### config.mk
export PLATFORM = sky130hd
export DESIGN_NAME = line_raster_engine
export DESIGN_NICKNAME = d
export VERILOG_FILES = /design/src/rtl/line_raster_engine.sv
export SDC_FILE = /design/constraint.sdc
export NUM_CORES = 1
export LEC_CHECK = 0
export ABC_AREA = 1
export BUFFER_PORTS_ARGS = -buffer_cell sky130_fd_sc_hd__buf_2
export CAP_MARGIN = 20
export CELL_PAD_IN_SITES_DETAIL_PLACEMENT = 0
export CELL_PAD_IN_SITES_GLOBAL_PLACEMENT = 1
export CORE_MARGIN = 2
export CORE_UTILIZATION = 45
export DETAILED_ROUTE_END_ITERATION = 12
export PLACE_DENSITY = 0.83
export SLEW_MARGIN = 20
export SYNTH_ARGS = -nofsm -noshare
export SYNTH_HDL_FRONTEND = slang
export SYNTH_SLANG_ARGS = --single-unit
### constraint.sdc
create_clock -name clk -period 7.6 [get_ports clk]
set_input_delay 0.38 -clock clk [delete_from_list [all_inputs] [get_ports clk]]
set_output_delay 0.38 -clock clk [all_outputs]
set_load 0.01 [all_outputs]
### src/rtl/line_raster_engine.sv
// Bresenham line rasteriser: one command in, one framebuffer write per pixel out.
// Optional framebuffer clipping is enabled by defining LRE_CLIP_EN.
module line_raster_engine #(
  parameter int COORD_W = 8,
  parameter int COLOR_W = 8,
  parameter int FB_W    = 256,
  parameter int FB_H    = 256
) (
  input  logic                   clk,
  input  logic                   rst,
  input  logic                   cmd_valid,
  output logic                   cmd_ready,
  input  logic [COORD_W-1:0]     cmd_x0,
  input  logic [COORD_W-1:0]     cmd_y0,
  input  logic [COORD_W-1:0]     cmd_x1,
  input  logic [COORD_W-1:0]     cmd_y1,
  input  logic [COLOR_W-1:0]     cmd_color,
  output logic                   px_valid,
  input  logic                   px_ready,
  output logic [2*COORD_W-1:0]   px_addr,
  output logic [COLOR_W-1:0]     px_data,
  output logic                   busy,
  output logic                   done,
  output logic [1:0]             state_dbg
);

  localparam int DW  = COORD_W + 1;
  localparam int EW  = COORD_W + 2;
  localparam int E2W = COORD_W + 3;

  localparam logic [1:0] S_IDLE  = 2'd0;
  localparam logic [1:0] S_SETUP = 2'd1;
  localparam logic [1:0] S_DRAW  = 2'd2;
  localparam logic [1:0] S_DONE  = 2'd3;

  // Handshakes: a transfer happens on a rising edge where valid && ready;
  // valid never depends on ready, and payload holds while valid && !ready.

  logic [1:0]          state_q, state_d;
  logic [COORD_W-1:0]  x0_q, x0_d, y0_q, y0_d, x1_q, x1_d, y1_q, y1_d;
  logic [COORD_W-1:0]  cur_x_q, cur_x_d, cur_y_q, cur_y_d;
  logic [COLOR_W-1:0]  color_q, color_d;
  logic [DW-1:0]       dx_q, dx_d, dy_q, dy_d;
  logic                sx_q, sx_d, sy_q, sy_d;
  logic signed [EW-1:0] err_q, err_d;

  logic                 in_fb;
  logic                 advance;
  logic                 at_end;
  logic signed [E2W-1:0] e2;
  logic                 step_x, step_y;
  logic signed [EW-1:0]  dx_e, dy_e, sub_x, add_y;

`ifdef LRE_CLIP_EN
  assign in_fb = (32'(cur_x_q) < FB_W) && (32'(cur_y_q) < FB_H);
`else
  localparam int unused_fb_dims = FB_W + FB_H;
  assign in_fb = 1'b1;
`endif

  assign cmd_ready = (state_q == S_IDLE);
  assign busy      = (state_q != S_IDLE);
  assign done      = (state_q == S_DONE);
  assign px_valid  = (state_q == S_DRAW) && in_fb;
  assign px_addr   = {cur_y_q, cur_x_q};
  assign px_data   = color_q;
  assign state_dbg = state_q;

  // Clipped pixels step immediately; visible ones wait for the framebuffer.
  assign advance = (state_q == S_DRAW) && (px_ready || !in_fb);
  assign at_end  = (cur_x_q == x1_q) && (cur_y_q == y1_q);

  assign dx_e   = {1'b0, dx_q};
  assign dy_e   = {1'b0, dy_q};
  assign e2     = {err_q, 1'b0};
  assign step_x = (e2 >= -$signed({2'b00, dy_q}));
  assign step_y = (e2 <= $signed({2'b00, dx_q}));
  assign sub_x  = step_x ? dy_e : '0;
  assign add_y  = step_y ? dx_e : '0;

  always_comb begin
    state_d = state_q;
    x0_d    = x0_q;
    y0_d    = y0_q;
    x1_d    = x1_q;
    y1_d    = y1_q;
    color_d = color_q;
    cur_x_d = cur_x_q;
    cur_y_d = cur_y_q;
    dx_d    = dx_q;
    dy_d    = dy_q;
    sx_d    = sx_q;
    sy_d    = sy_q;
    err_d   = err_q;
    case (state_q)
      S_IDLE: begin
        if (cmd_valid) begin
          x0_d    = cmd_x0;
          y0_d    = cmd_y0;
          x1_d    = cmd_x1;
          y1_d    = cmd_y1;
          color_d = cmd_color;
          state_d = S_SETUP;
        end
      end
      S_SETUP: begin
        dx_d    = (x1_q >= x0_q) ? {1'b0, x1_q - x0_q} : {1'b0, x0_q - x1_q};
        dy_d    = (y1_q >= y0_q) ? {1'b0, y1_q - y0_q} : {1'b0, y0_q - y1_q};
        sx_d    = (x0_q < x1_q);
        sy_d    = (y0_q < y1_q);
        err_d   = $signed({1'b0, dx_d}) - $signed({1'b0, dy_d});
        cur_x_d = x0_q;
        cur_y_d = y0_q;
        state_d = S_DRAW;
      end
      S_DRAW: begin
        if (advance) begin
          if (at_end) begin
            state_d = S_DONE;
          end else begin
            // Both axis updates read the pre-update error term.
            err_d = err_q - sub_x + add_y;
            if (step_x) cur_x_d = sx_q ? cur_x_q + COORD_W'(1) : cur_x_q - COORD_W'(1);
            if (step_y) cur_y_d = sy_q ? cur_y_q + COORD_W'(1) : cur_y_q - COORD_W'(1);
          end
        end
      end
      S_DONE:  state_d = S_IDLE;
      default: state_d = S_IDLE;
    endcase
  end

  always_ff @(posedge clk) begin
    if (rst) begin
      state_q <= S_IDLE;
      x0_q    <= '0;
      y0_q    <= '0;
      x1_q    <= '0;
      y1_q    <= '0;
      color_q <= '0;
      cur_x_q <= '0;
      cur_y_q <= '0;
      dx_q    <= '0;
      dy_q    <= '0;
      sx_q    <= 1'b0;
      sy_q    <= 1'b0;
      err_q   <= '0;
    end else begin
      state_q <= state_d;
      x0_q    <= x0_d;
      y0_q    <= y0_d;
      x1_q    <= x1_d;
      y1_q    <= y1_d;
      color_q <= color_d;
      cur_x_q <= cur_x_d;
      cur_y_q <= cur_y_d;
      dx_q    <= dx_d;
      dy_q    <= dy_d;
      sx_q    <= sx_d;
      sy_q    <= sy_d;
      err_q   <= err_d;
    end
  end

endmodule

==> metrics.md <==
| Metric | Value |
|---|---|
| Crit path required time | `7.84 ns` |
| Seq/Total Area, Yosys | `23.19%` |
| Setup bufs post-CTS | `0` |
| Post-synthesis net count | `1255` |
| Biggest register | `err_q` |
| Startpoint Class | `flop` |
| Vias in the first global route | `6471` |
| Sink Count | `86` |
| DP HPWL | `15340 µm` |
| Worst slew margin | `30.57%` |
| Initial core utilization | `46.40%` |
| H-tree Lvls | `3` |
| Status | `complete, no violations` |
| Routed WL | `19440 µm` |
| WS Path Type | `flop to flop` |
| Worst Hold Slack | `0.2815 ns` |
| Setup TNS | `0 ns` |
| Drc violations | `0` |
| Post_cts resized | `0` |
| Total GRT Usage | `22.49%` |
| Max clock buf depth | `2` |
| Grt total ovfl | `0` |
| Cells after Synth | `1111` |
| CP arrival | `4.60 ns` |
| Ys async rst share | `0%` |
| Drt via density | `5.044` |
| Area leader, netlist | `dfxtp_1` |
| Final Setup Violations | `0` |
| Synth top cells by count | `244 x nand2_1, 161 x inv_1, 111 x a21oi_1` |
| Post-route ant nets | `0` |
| Largest net degree at the start of global routing | `59` |
| GP Congestion | `0.9303` |
| Synthesized area | `7423 µm²` |
| MaxCap Viol Count | `0` |
| Yosys cell types | `44` |
| Hold Crit Class | `primary input to flop` |
| Vias post-DR | `6981` |
| Area Overhead vs Synth | `10.20%` |
| Syn Area/Cell | `6.682 µm²` |
| EDFF count, synth | `0` |
| YS warnings | `0` |
| Port buffer count | `73` |
| Slew Viols, Final | `0` |
| N_diodes | `0` |
| DRT iter0 DRCs | `388` |
| Endpoint type of the worst setup path | `flop` |
| Worst-path fanout max | `8` |
| Row count | `46` |
| Share of the synthesized area in the top cell type | `23.19%` |
| Post-CTS Hold Buffers | `0` |
| Layout cell share with drive strength beyond 1 | `11.22%` |
| Clk_skew | `0.008620 ns` |
| RSZ-0062 raised after global routing | `false` |
| Clk slew on worst S/H paths | `0.06 ns` |
| Antenna violations before repair | `0` |
| Count leader, synth | `nand2_1` |
| Final hold violation count | `0` |
| Period utilisation layout | `57.34%` |
| Synth top area cells | `dfxtp_1 23%, ha_1 14%, nand2_1 12%` |
| I/O Pins | `74` |
| Root Buffer | `clkbuf_16` |
| Setup WS post-layout | `3.242 ns` |
| CTS Buf Count | `9` |
| Die Ht | `132.4 µm` |
| DP Worst Slack | `3.250 ns` |
| Peak Freq | `229.5 MHz` |
| Least-Margin Pin Slew | `1.041 ns` |
| Max reg flops | `10` |
| Register bit total from synthesis | `86` |
| DRT Pass-1 Iters | `5` |
| Main synth FF type | `dfxtp_1` |
| First-pass GRT wire length | `32060 µm` |
| Crit path time final | `4.358 ns` |
| WL per Instance | `14.05 µm` |
| Final core occ | `51.13%` |
| TritonCTS clock tree | `done` |
| # nets final | `1309` |
| Die W | `132.4 µm` |
| Clock Latency Late Sink | `0.35 ns` |
| Die area | `17540 µm²` |
| Core ar. | `16000 µm²` |
metal layers:
metal  share of wire (%)  global-route usage [%]
met5                   0                       0
met4                 1.8                   6.571
met3                 3.3                   2.835
met2                  44                   36.30
met1                  51                   31.53
area by class of cell:
class	count	area, µm²
clock buffers	12	236.5
multi-input cells	822	4891
inverters	170	638.1
fillers	1706	7820
well taps	216	270.3
flip-flops and latches	86	1722
clock inverters	2	35.03
repair buffers	76	387.9
cells in the final DEF, fill, tap and decap left out, drive strengths merged, types with 3 or more instances in the layout:
master,Yosys,final
nand2,253,253
inv,170,170
a21oi,121,121
nor2,111,111
o21ai,108,108
dfxtp,86,86
ha,85,85
buf,10,76
nand3,41,41
xor2,33,33
nand4,15,15
fa,15,15
clkbuf,23,12
nor3,8,8
xnor2,7,7
o211ai,4,4
o22ai,3,3
a211oi,3,3
worst paths after layout:
path / start / to / slack (ns) / depth (start not counted)
worst min register to register: px_data[4]$_SDFFE_PP0P_ / px_data[4]$_SDFFE_PP0P_ / 0.48 / 2
worst max register to register: dy_q[0]$_SDFFE_PP0N_ / err_q[8]$_SDFFE_PP0P_ / 3.24 / 26
worst min-delay path: cmd_color[4] / px_data[4]$_SDFFE_PP0P_ / 0.28 / 3
worst max-delay path: dy_q[0]$_SDFFE_PP0N_ / err_q[8]$_SDFFE_PP0P_ / 3.24 / 26
cells by family after synthesis:
group           Yosys count  synth area share, %
xor+xnor                 40                4.719
simple gates            434                24.78
mux                       1               0.1348
compound gates          247                17.85
buf+inv                 203                10.96
flops                    86                23.19
fa+ha+maj               100                18.37
worst max-delay path, stage by stage (launching register included):
cell and delay (ns):
dfxtp_1 0.32, inv_1 0.09, ha_1 0.19, nand3_1 0.12, nor3_1 0.25, nand2_1 0.13
nor2_1 0.11, ha_1 0.26, a21o_1 0.17, nor2_1 0.14, nand3_1 0.09, nand2_1 0.08
nand2_1 0.05, inv_1 0.23, nor2_1 0.11, fa_1 0.52, fa_1 0.46, nand3b_1 0.17
nand2_1 0.11, nand3_1 0.08, nand2_1 0.10, nand2_1 0.08, nand2_1 0.06, nand2_1 0.04
nand3_1 0.06, nand3_1 0.07, and2_1 0.17
stage by stage:
step                cells  area (µm²)
finish               1384        8180
global route         1384        8180
CTS                  1384        8180
detailed placement   1370        7909
global placement     1370        7909
floorplan            1111        7423
Power is not shown: default switching activity piles up to over one toggle a cycle in this logic, so the estimate is an artifact.
